===== src/rtl/addsub_seq_pkg.sv =====
// Shared types for the sequential adder/subtractor: operation select and FSM states.
// Pure type definitions; no logic, no latency, no flow control.
package addsub_pkg;

    typedef enum logic {
        OP_ADD = 1'b0,
        OP_SUB = 1'b1
    } op_t;

    typedef enum logic [1:0] {
        S_IDLE,
        S_RUN,
        S_FIN
    } state_t;

endpackage


===== src/rtl/addsub_seq_if.sv =====
// Request/result bundle between the SAP A/B registers and addsub_seq; CIN exists only with ADDSUB_SEQ_CIN_EN.
// Wires only: latency and backpressure are set by the start/busy/done protocol of the slave.
interface addsub_seq_if #(
    parameter int WIDTH = 8
);
    import addsub_pkg::*;

    logic             START;
    op_t              OP;
    logic [WIDTH-1:0] A;
    logic [WIDTH-1:0] B;
`ifdef ADDSUB_SEQ_CIN_EN
    logic             CIN;
`endif
    logic             BUSY;
    logic             DONE;
    logic [WIDTH-1:0] SUM;
    logic             CARRY;
    logic             OVERFLOW;
    logic             ZERO;

`ifdef ADDSUB_SEQ_CIN_EN
    modport master (output START, OP, A, B, CIN, input BUSY, DONE, SUM, CARRY, OVERFLOW, ZERO);
    modport slave  (input START, OP, A, B, CIN, output BUSY, DONE, SUM, CARRY, OVERFLOW, ZERO);
`else
    modport master (output START, OP, A, B, input BUSY, DONE, SUM, CARRY, OVERFLOW, ZERO);
    modport slave  (input START, OP, A, B, output BUSY, DONE, SUM, CARRY, OVERFLOW, ZERO);
`endif

endinterface


===== src/rtl/addsub_seq_chunk.sv =====
// CHUNK-bit ripple adder slice built from cascaded full adders; also exposes carry into its top bit.
// Purely combinational, zero latency, no flow control.
module addsub_chunk #(
    parameter int CHUNK = 1
) (
    input  logic [CHUNK-1:0] a,
    input  logic [CHUNK-1:0] b,
    input  logic             cin,
    output logic [CHUNK-1:0] sum,
    output logic             cout,
    output logic             cmsb
);

    always_comb begin
        logic c;
        c    = cin;
        cmsb = cin;
        sum  = '0;
        for (int i = 0; i < CHUNK; i++) begin
            cmsb   = c;
            sum[i] = a[i] ^ b[i] ^ c;
            c      = (a[i] & b[i]) | (c & (a[i] ^ b[i]));
        end
        cout = c;
    end

endmodule


===== src/rtl/addsub_seq.sv =====
// Multi-cycle add/sub processing CHUNK bits per clock; ADDSUB_SEQ_CIN_EN adds a CIN input for chaining.
// START taken when not busy -> BUSY for N=WIDTH/CHUNK cycles -> one-cycle DONE; START during BUSY is ignored.
module addsub_seq
    import addsub_pkg::*;
#(
    parameter int WIDTH = 8,
    parameter int CHUNK = 1
) (
    input  logic         CLK,
    input  logic         RST,
    addsub_seq_if.slave  bus
);

    localparam int N  = (CHUNK > 0) ? WIDTH / CHUNK : 1;
    localparam int CW = (N > 1) ? $clog2(N) : 1;

    if (CHUNK < 1 || (WIDTH % CHUNK) != 0) begin : g_bad_cfg
        $error("addsub_seq: CHUNK must be >= 1 and divide WIDTH");
    end

    state_t           state_q, state_d;
    logic [CW-1:0]    cnt_q, cnt_d;
    logic [WIDTH-1:0] a_q, a_d;
    logic [WIDTH-1:0] b_q, b_d;
    logic [WIDTH-1:0] res_q, res_d;
    logic             carry_q, carry_d;
    logic [WIDTH-1:0] sum_q, sum_d;
    logic             cout_q, cout_d;
    logic             ovf_q, ovf_d;
    logic             zero_q, zero_d;

    logic [CHUNK-1:0] slice_sum;
    logic             slice_cout;
    logic             slice_cmsb;
    logic [WIDTH-1:0] res_shift;
    logic             cin_sel;
    logic             last_slice;

    addsub_chunk #(.CHUNK(CHUNK)) u_chunk (
        .a    (a_q[CHUNK-1:0]),
        .b    (b_q[CHUNK-1:0]),
        .cin  (carry_q),
        .sum  (slice_sum),
        .cout (slice_cout),
        .cmsb (slice_cmsb)
    );

    // Slices enter at the MSB end, so after N shifts slice 0 sits at the LSB.
    assign res_shift  = (WIDTH'(slice_sum) << (WIDTH - CHUNK)) | (res_q >> CHUNK);
    assign last_slice = (cnt_q == CW'(N - 1));

`ifdef ADDSUB_SEQ_CIN_EN
    assign cin_sel = bus.CIN;
`else
    assign cin_sel = (bus.OP == OP_SUB);
`endif

    always_comb begin
        state_d = state_q;
        cnt_d   = cnt_q;
        a_d     = a_q;
        b_d     = b_q;
        res_d   = res_q;
        carry_d = carry_q;
        sum_d   = sum_q;
        cout_d  = cout_q;
        ovf_d   = ovf_q;
        zero_d  = zero_q;
        unique case (state_q)
            S_IDLE, S_FIN: begin
                state_d = S_IDLE;
                if (bus.START) begin
                    a_d     = bus.A;
                    b_d     = (bus.OP == OP_SUB) ? ~bus.B : bus.B;
                    carry_d = cin_sel;
                    cnt_d   = '0;
                    res_d   = '0;
                    state_d = S_RUN;
                end
            end
            S_RUN: begin
                a_d     = a_q >> CHUNK;
                b_d     = b_q >> CHUNK;
                res_d   = res_shift;
                carry_d = slice_cout;
                cnt_d   = cnt_q + CW'(1);
                if (last_slice) begin
                    // The top bit of the last slice is the word MSB.
                    sum_d   = res_shift;
                    cout_d  = slice_cout;
                    ovf_d   = slice_cmsb ^ slice_cout;
                    zero_d  = (res_shift == '0);
                    state_d = S_FIN;
                end
            end
            default: state_d = S_IDLE;
        endcase
    end

    always_ff @(posedge CLK) begin
        if (RST) begin
            state_q <= S_IDLE;
            cnt_q   <= '0;
            a_q     <= '0;
            b_q     <= '0;
            res_q   <= '0;
            carry_q <= 1'b0;
            sum_q   <= '0;
            cout_q  <= 1'b0;
            ovf_q   <= 1'b0;
            zero_q  <= 1'b1;
        end else begin
            state_q <= state_d;
            cnt_q   <= cnt_d;
            a_q     <= a_d;
            b_q     <= b_d;
            res_q   <= res_d;
            carry_q <= carry_d;
            sum_q   <= sum_d;
            cout_q  <= cout_d;
            ovf_q   <= ovf_d;
            zero_q  <= zero_d;
        end
    end

    assign bus.BUSY     = (state_q == S_RUN);
    assign bus.DONE     = (state_q == S_FIN);
    assign bus.SUM      = sum_q;
    assign bus.CARRY    = cout_q;
    assign bus.OVERFLOW = ovf_q;
    assign bus.ZERO     = zero_q;

endmodule


===== src/flat_wrapper.sv =====
// flat-port wrapper written by rule: the top's interface ports become plain ports
module addsub_seq_flat import addsub_pkg::*;
#(
    parameter int WIDTH = 8,
    parameter int CHUNK = 1
)
  (CLK, RST, bus_START, bus_OP, bus_A, bus_B, bus_BUSY, bus_DONE, bus_SUM, bus_CARRY, bus_OVERFLOW, bus_ZERO);
  addsub_seq_if #(.WIDTH(WIDTH)) bus_i ();
  input  logic CLK;
  input  logic RST;
  input wire logic [$bits(bus_i.START)-1:0] bus_START;
  input wire logic [$bits(bus_i.OP)-1:0] bus_OP;
  input wire logic [$bits(bus_i.A)-1:0] bus_A;
  input wire logic [$bits(bus_i.B)-1:0] bus_B;
  output wire logic [$bits(bus_i.BUSY)-1:0] bus_BUSY;
  output wire logic [$bits(bus_i.DONE)-1:0] bus_DONE;
  output wire logic [$bits(bus_i.SUM)-1:0] bus_SUM;
  output wire logic [$bits(bus_i.CARRY)-1:0] bus_CARRY;
  output wire logic [$bits(bus_i.OVERFLOW)-1:0] bus_OVERFLOW;
  output wire logic [$bits(bus_i.ZERO)-1:0] bus_ZERO;
  assign bus_i.START = bus_START;
  assign bus_i.OP = bus_OP;
  assign bus_i.A = bus_A;
  assign bus_i.B = bus_B;
  assign bus_BUSY = bus_i.BUSY;
  assign bus_DONE = bus_i.DONE;
  assign bus_SUM = bus_i.SUM;
  assign bus_CARRY = bus_i.CARRY;
  assign bus_OVERFLOW = bus_i.OVERFLOW;
  assign bus_ZERO = bus_i.ZERO;
  addsub_seq #(.WIDTH(WIDTH), .CHUNK(CHUNK)) u_core (.CLK(CLK), .RST(RST), .bus(bus_i));
endmodule

===== config.mk =====
export PLATFORM = sky130hd
export DESIGN_NAME = addsub_seq_flat
export DESIGN_NICKNAME = d
export VERILOG_FILES = /design/src/rtl/addsub_seq_pkg.sv /design/src/rtl/addsub_seq_if.sv /design/src/rtl/addsub_seq_chunk.sv /design/src/rtl/addsub_seq.sv /design/src/flat_wrapper.sv
export SDC_FILE = /design/constraint.sdc
export NUM_CORES = 1
export LEC_CHECK = 0
export ABC_AREA = 1
export CELL_PAD_IN_SITES_DETAIL_PLACEMENT = 1
export CELL_PAD_IN_SITES_GLOBAL_PLACEMENT = 1
export CORE_ASPECT_RATIO = 1.2
export CORE_MARGIN = 1
export CORE_UTILIZATION = 37
export DETAILED_ROUTE_END_ITERATION = 6
export GPL_TIMING_DRIVEN = 0
export MAX_ROUTING_LAYER = met4
export PLACE_DENSITY_LB_ADDON = 0.1
export SLEW_MARGIN = 40
export SYNTH_ARGS = -nofsm -noshare
export SYNTH_HDL_FRONTEND = slang
export SYNTH_SLANG_ARGS = --single-unit

===== constraint.sdc =====
create_clock -name CLK -period 1.5 [get_ports CLK]
set_input_delay 0.15 -clock CLK [delete_from_list [all_inputs] [get_ports CLK]]
set_output_delay 0.15 -clock CLK [all_outputs]
set_load 0.01 [all_outputs]

Word level (Yosys, flattened, before mapping)
Index checks and enable logic that the tools add are counted.
{ "op_classes": {"muxes": 14, "n_addsub": 1, "div_mod_pow": 0, "shift": 0, "eq_ne": 5, "order_cmp": 0, "multipliers": 0, "bitwise": 8, "reduce_logical": 6} }
{ "ops": {"columns": ["op", "count"], "rows": [
  ["one-hot mux 8 bit (2 select lines)", 3],
  ["two-way mux 8 bit", 4],
  ["logical NOT 8 bit", 1],
  ["inverter 8 bit", 1],
  ["bitwise OR 8 x 7 -> 8 bit", 1],
  ["one-hot mux 3 bit (2 select lines)", 1],
  ["one-hot mux 2 bit (2 select lines)", 1],
  ["AND reduction 2 bit", 2],
  ["adder 3 x 1 -> 3 bit (second input constant)", 1],
  ["== test 3 bit (second input constant)", 1],
  ["two-way mux 3 bit", 1],
  ["XOR 1 bit", 3],
  ["AND 1 bit", 2],
  ["== test 2 x 1 -> 1 bit (second input constant)", 1],
  ["== test 2 bit (second input constant)", 1],
  ["logical NOT 2 bit", 1],
  ["two-way mux 1 bit", 2],
  ["two-way mux 2 bit", 1],
  ["!= test 2 x 1 -> 1 bit (second input constant)", 1],
  ["!= test 2 bit (second input constant)", 1],
  ["one-hot mux 1 bit (2 select lines)", 1],
  ["nonzero test 2 bit", 1],
  ["OR reduction 2 bit", 1],
  ["bitwise OR 1 bit", 1]
]} }
{ "word_totals": {"in_bits": 20, "rom_bits": 0, "memories": 0, "latch_bits": 0, "mem_bits_rw": 0, "ff_bits": 41} }

Longest topological paths before layout
Gate-level depths: netlist (run 1).
{ "depth": {"word_depth": 4, "ltp_mapped": 8, "depth_no_buf": 8} }

Cells and area by module
Synthesis (run 1) repeated with hierarchy kept, for this count alone.
{ "unflattened": {"cells_unflattened": 263, "area_unflattened_um2": 1816.7} }
{ "by_module_without_submodules": {"columns": ["mod", "instances", "area_each_um2", "cells_per_inst"], "rows": [
  ["addsub_seq", 1, 1789.2, 261],
  ["addsub_chunk", 1, 27.5, 2]
]} }

Worst setup path before layout (run 1)
No wires, ideal clock.
{ "synth_timing": {"path_type": "flip-flop to flip-flop", "start": "reg u_core.cnt_q[0]", "end": "reg u_core.zero_q, in the netlist u_core.bus.ZERO", "setup_slack_ps": 287, "stages_incl_launch_ff": 9, "n_path_buf": 1, "t_arrival_ps": 1099, "period_less_slack_ps": 1213, "cell_sequence": "dfxtp_1 ha_1 ha_1 inv_1 nor2_4 inv_2 buf_6 a21oi_2 nand2_1"} }
{ "synth_between": {"elab_chain_len": 2} }
{ "synth_rtl": {"columns": ["element", "line", "rtl"], "rows": [
  ["start, declared", "addsub_seq.sv:22", "logic [CW-1:0] cnt_q, cnt_d;"],
  ["start signal, assigned", "addsub_seq.sv:114", "cnt_q <= cnt_d;"],
  ["== test 3 bit", "addsub_seq.sv:50", "assign last_slice = (cnt_q == CW'(N - 1));"],
  ["AND reduction 2 bit (no line)", null, null],
  ["end signal, assigned", "addsub_seq.sv:122", "zero_q <= zero_d;"],
  ["end, declared", "addsub_seq.sv:30", "logic zero_q, zero_d;"]
]} }
Every way passes these cells.
A chain may end at the register's enable or synchronous reset.

Worst setup path after layout (run 1)
{ "layout_timing": {"start": "reg u_core.state_q[0]", "end": "out bus_BUSY"} }
{ "layout_between": {"elab_chain_len": 1} }
{ "layout_rtl": {"columns": ["element", "line", "rtl"], "rows": [
  ["start, declared", "addsub_seq.sv:21", "state_t state_q, state_d;"],
  ["start signal, assigned", "addsub_seq.sv:113", "state_q <= state_d;"],
  ["== test 2 x 1 -> 1 bit", "addsub_seq.sv:126", "assign bus.BUSY = (state_q == S_RUN);"],
  ["end, declared", "flat_wrapper.sv:15", "output wire logic [$bits(bus_i.BUSY)-1:0] bus_BUSY;"]
]} }
Every way passes these cells.

==> run_results.csv, run 1 <==
group,metric,value,unit
outcome,outcome,"finished, final reports clean",
worst_setup_path,crit_type,"flop to primary output",
clock_tree,worstSkewPairLatency,0.29,ns
global_route,antenna_found_initial,0,
synthesis,synth_area_leaders,"dfxtp_1 (44%), nand2_1 (20%), nand3_1 (7.7%)",
clock_tree,cts.clk_slew.worst_paths,0.08,ns
worst_setup_path,rrSetupSlack,0.12,ns
flow_run,maxCapViolations,0,
synthesis,synth-async-reset-ratio,0,%
synthesis,synth_warnings,0,
placed_design,io_buffers,31,
worst_setup_path,crit_path_cell_trace,"inv_2, nor2_4, buf_6, dlygate4sd2_1",
clock_tree,htreeDepth,2,
worst_setup_path,r2r_start,"u_core.cnt_q[0]",
clock_tree,cts.sinks,40,
synthesis,synth_area_per_cell,7.08,µm²
floorplanning,boundaryPins,33,
power_and_ir_drop,p_per_area,941,nW/µm²
sta,rsz0062_at_grt,"no",
sta,relSlewSlack,66.6,%
sta,maxSlewViolCount,0,
synthesis,yosysMostFrequentCell,"nand2_1",
synthesis,synth_top_area_share,43.9,%
sta,fin_ws,0.0650,ns
layout,drive_gt1_share,10.4,%
layout,final_cells,356,
drt,wire_per_inst,12.3,µm
layout,final_util,49.7,%
worst_setup_path,rr_endpoint,"u_core.bus.ZERO",
sta,tightest_slew,0.500,ns
placed_design,gp_congestion,0.780,
synthesis,synth-main-ff-cell,"dfxtp_1",
worst_setup_path,cp-start-kind,"flop",
placed_design,place_ws,-0.160,ns
synthesis,synth_top_area_cell,"dfxtp_1",
sta,fin_tns_setup,0,ns
worst_setup_path,crit_arrival,1.29,ns
sta,fmax,697,MHz
synthesis,syn_nets,281,
global_route,grt-ovfl-total,0,
floorplanning,core_area,4660,µm²
drt,dr.pass1.iters,4,
clock_tree,clockBufferDepth,2,
drt,drcViolationCount,0,
floorplanning,die_w,66.1,µm
global_route,grt_pass1_vias,1630,
placed_design,dp_hpwl,3200,µm
clock_tree,cts_tree,"yes",
synthesis,synth_edf_count,0,
sta,setup_viol,0,
min_path,worstHoldEndpoint,"u_core.b_q[7]",
worst_setup_path,crit_fanout,10,
sta,hold_violations,0,
layout,final_area,2310,µm²
clock_tree,cts_buffers,5,
synthesis,yosys_register_bits,40,
clock_tree,root_buffer,"clkbuf_8",
global_route,grt_max_degree,13,
sta,skew,0.00642,ns
placed_design,postPlaceCellArea,2210,µm²
worst_setup_path,crit_path_max_incr_delay,0.38,ns
layout,area_delta_synth_final,26.8,%
floorplanning,dieArea,5220,µm²
synthesis,synth.distinct_cells,24,
synthesis,synth_area,1830,µm²
min_path,hp-class,"input port to flop",
floorplanning,initial_utilization,39.2,%
drt,avgViaCountPerCell,4.65,
floorplanning,dieHeight,78.9,µm
power_and_ir_drop,p_leak,1.05,nW
worst_setup_path,end_kind,"primary output",
layout,nets,320,
drt,antenna_left,0,
drt,vias,1654,
clock_tree,holdBufCountCts,0,
synthesis,synth_seq_area_share,43.9,%
placed_design,dp.cells,347,
global_route,grt_pass1_wl,7440,µm
worst_setup_path,required,1.35,ns
synthesis,synth_commonest_cells,"nand2_1 (95), dfxtp_1 (40), inv_1 (33), nand3_1 (28), a21oi_1 (20)",
worst_setup_path,cp_slowest_cell,"dfxtp_2",
min_path,holdPathStages,4,
sta,period_share,95.7,%
drt,drt_iter0_drc,32,
worst_setup_path,rr_worst_depth,8,
synthesis,netlist_instances,258,
floorplanning,rows,27,
sta,period_needed,1.44,ns
min_path,min_from,"bus_OP",
global_route,grt.total_usage,19.0,%
layout,diodes,0,
drt,drt_wl_total,4390,µm
power_and_ir_drop,ir_drop,0.504,mV
-- critical path, delay by kind of cell (launching register included) --
| family | cells | cell delay, ns |
|---|---|---|
| buffers and inverters | 3 | 0.49 |
| DFF | 1 | 0.38 |
| and+or+nand+nor | 1 | 0.12 |
-- sequential cells by signal, indices dropped and copies added (netlist names) --
signal,flops
u_core.a_q,8
u_core.state_q,2
u_core.res_q,7
u_core.bus.CARRY,1
u_core.bus.OVERFLOW,1
u_core.carry_q,1
u_core.b_q,8
u_core.bus.ZERO,1
u_core.cnt_q,3
u_core.bus.SUM,8
-- per-layer routing --
metal | GRT usage (%) | share of wire, % | up-vias
li1 | - | - | 872
met1 | 21.9 | 46 | 751
met2 | 33.0 | 49 | 26
met3 | 3.59 | 3.8 | 5
met4 | 5.74 | 1.1 | 0
met5 | - | 0 | -
-- logic make-up (layout without fill, tap and decap cells) --
group	after synthesis	count (layout)	synth area share, %
AOI/OAI and AO/OA	31	31	9.12
xor gates and xnor gates	2	2	0.960
adders and majority gates	3	3	2.47
buffers and inverters	46	86	11.5
DFF	40	40	43.9
and+or+nand+nor	136	136	32.1
-- report_power, final --
| part | internal [mW] | total [mW] | switching (mW) |
|---|---|---|---|
| Clock | 0.367 | 0.730 | 0.363 |
| Combinational | 0.137 | 0.318 | 0.181 |
| Sequential | 1.10 | 1.13 | 0.0263 |
| Total | 1.61 | 2.18 | 0.570 |
-- final cells by class --
| cell class | count | area [µm²] |
|---|---|---|
| fillers | 603 | 2350 |
| multi-input cells | 172 | 817 |
| flip-flops and latches | 40 | 803 |
| repair buffers | 32 | 315 |
| inverters | 37 | 141 |
| clock buffers | 6 | 82.6 |
| plain buffers | 9 | 72.6 |
| well taps | 58 | 72.6 |
| clock inverters | 2 | 10.0 |
-- cell usage in the layout, fill, tap and decap left out, types with 3 or more instances in the layout --
cell,count
inv_1,33
a21oi_1,20
clkbuf_1,3
dfxtp_1,38
a21oi_2,3
nor2_1,5
clkbuf_8,6
buf_6,5
o21ai_0,8
nand3_1,28
clkdlybuf4s50_1,29
nand2_1,94
-- per-stage QoR --
step | total power [mW] | hold slack, ns
after floorplan | 1.35 | 0.212
after global placement | 1.47 | 0.447
after detailed placement | 1.47 | 0.457
after CTS | 2.21 | 0.305
after global routing | 2.29 | 0.337
final | 2.18 | 0.298
-- timing repair --
item / 4_1_cts / 5_1_grt
buffers inserted: 1 / 0
pin swaps: 1 / 0
endpoints found under the hold margin: 0 / 0
setup endpoints to repair: 2 / 2
resized for setup: 4 / 2
-- how the worst max path moves through the flow --
stage                            from                 to  slack, ns  cells past startpoint
CTS                 u_core.state_q[0]           bus_BUSY       0.01                      4
global route        u_core.state_q[0]           bus_BUSY      0.008                      4
finish              u_core.state_q[0]           bus_BUSY       0.06                      4
global placement                  RST  u_core.bus.SUM[1]      -0.14                      5
detailed placement                RST   u_core.bus.CARRY      -0.16                      6
floorplan             u_core.cnt_q[0]    u_core.bus.ZERO       0.29                      8
Power figures use the tool's default switching activity.
==> run 2, diff against run 1 <==
PLACE_DENSITY = 0.76   (was default)
PLACE_DENSITY_LB_ADDON = default   (was 0.1)
REMOVE_ABC_BUFFERS = 1   (was default)
==> run_results.csv, run 2 (same netlist as run 1, synthesis figures left out) <==
group,metric,value,unit
clock_tree,holdBufCountCts,0,
drt,wl_met3,124,µm
global_route,grt_pass1_vias,1616,
clock_tree,worstSkewPairLatency,0.29,ns
clock_tree,cts.clk_slew.worst_paths,0.07,ns
global_route,grt-ovfl-total,0,
drt,vias,1665,
placed_design,dp_hpwl,2800,µm
placed_design,dp.cells,339,
power_and_ir_drop,p_per_area,948,nW/µm²
global_route,antenna_found_initial,0,
clock_tree,cts_tree,"yes",
power_and_ir_drop,p_leak,1.01,nW
worst_setup_path,crit_arrival,1.22,ns
layout,drive_gt1_share,8.93,%
drt,antenna_left,0,
layout,final_common_cell,"nand2_1",
drt,avgViaCountPerCell,4.77,
outcome,outcome,"finished, final reports clean",
worst_setup_path,cp_slowest_cell,"dfxtp_2",
worst_setup_path,cp-start-kind,"flop",
worst_setup_path,crit_fanout,4,
layout,diodes,0,
flow_run,maxCapViolations,0,
worst_setup_path,end_kind,"primary output",
floorplanning,dieArea,5220,µm²
sta,rsz0062_at_grt,"no",
sta,period_share,91.7,%
sta,setup_viol,0,
sta,skew,0.00429,ns
floorplanning,die_w,66.1,µm
floorplanning,core_area,4660,µm²
drt,drt_wl_total,4160,µm
clock_tree,cts_buffers,5,
drt,drcViolationCount,0,
clock_tree,htreeDepth,2,
clock_tree,cts.sinks,40,
clock_tree,clockBufferDepth,2,
worst_setup_path,startpoint,"u_core.state_q[0]",
layout,final_cells,349,
layout,nets,313,
sta,maxSlewViolCount,0,
sta,tightest_slew,0.549,ns
global_route,grt.total_usage,18.6,%
min_path,min_from,"RST",
drt,wire_per_inst,11.9,µm
drt,top_layer,"met4",
drt,dr.pass1.iters,4,
sta,relSlewSlack,63.4,%
layout,area_delta_synth_final,23.8,%
worst_setup_path,crit_path_max_incr_delay,0.39,ns
worst_setup_path,crit_path_cell_trace,"inv_2, nor2_4, dlygate4sd2_1",
floorplanning,initial_utilization,39.2,%
min_path,hp-class,"input port to flop",
sta,period_needed,1.37,ns
power_and_ir_drop,ir_drop,0.548,mV
placed_design,gp_congestion,0.740,
sta,hold_violations,0,
sta,fmax,727,MHz
floorplanning,boundaryPins,33,
clock_tree,root_buffer,"clkbuf_8",
worst_setup_path,required,1.35,ns
worst_setup_path,r2r_start,"u_core.cnt_q[0]",
layout,final_cell_mix,"nand2_1 (94), dfxtp_1 (38), inv_1 (33)",
placed_design,io_buffers,32,
drt,dr_wl_met2,1970,µm
layout,n_fill_cell,597,
worst_setup_path,crit_type,"flop to primary output",
drt,drt_iter0_drc,90,
global_route,grt_pass1_wl,7310,µm
floorplanning,rows,27,
sta,whs,0.314,ns
floorplanning,dieHeight,78.9,µm
drt,m1WireLength,2050,µm
global_route,grt_max_degree,24,
[run 2: layout make-up]
class	count	area (µm²)	share of cell area, %
Sequential cell	40	806	35.7
Inverter	37	143	6.31
Clock buffer	8	90.1	3.99
Timing Repair Buffer	33	320	14.2
Tap cell	58	72.6	3.21
Multi-Input combinational cell	173	828	36.7
[run 2: power breakdown]
group | internal (mW) | switching (mW)
Sequential | 1.10 | 0.0270
Clock | 0.375 | 0.341
Combinational | 0.120 | 0.176
[run 2: through the flow]
step	area, µm²	setup TNS (ns)	util [%]	setup slack, ns	power (mW)
detailed placement	2140	-6.96	46.0	-0.384	1.44
global route	2260	0	48.5	0.0349	2.28
global placement	2150	-23.11	46.1	-1.36	1.44
finish	2260	0	48.5	0.125	2.14
CTS	2260	0	48.4	0.0985	2.18
floorplan	1760	0	-	0.293	1.32
[run 2: timing repair]
action,CTS,global route
gates resized for setup,7,1
cloned,1,0
setup endpoints to repair,5,2
pin swaps,1,0
setup buffers,1,0
[run 2: final timing paths]
kind | end | slack (ns) | depth (start not counted)
worst min-delay path | u_core.cnt_q[1] | 0.31 | 2
worst max-delay path | bus_BUSY | 0.13 | 3
worst min register to register | u_core.a_q[1] | 0.47 | 2
worst max register to register | u_core.bus.SUM[4] | 0.14 | 7
[run 2: metal layers]
metal	track usage, %	up-vias
met3	4.74	2
met5	-	-
met2	29.6	22
met4	5.11	0
li1	-	861
met1	23.3	780
[run 2: worst max-delay path: cells and delay by family (launching register included)]
| family | cells | cell delay, ns |
|---|---|---|
| flops | 1 | 0.39 |
| buf+inv | 2 | 0.39 |
| simple gates | 1 | 0.16 |
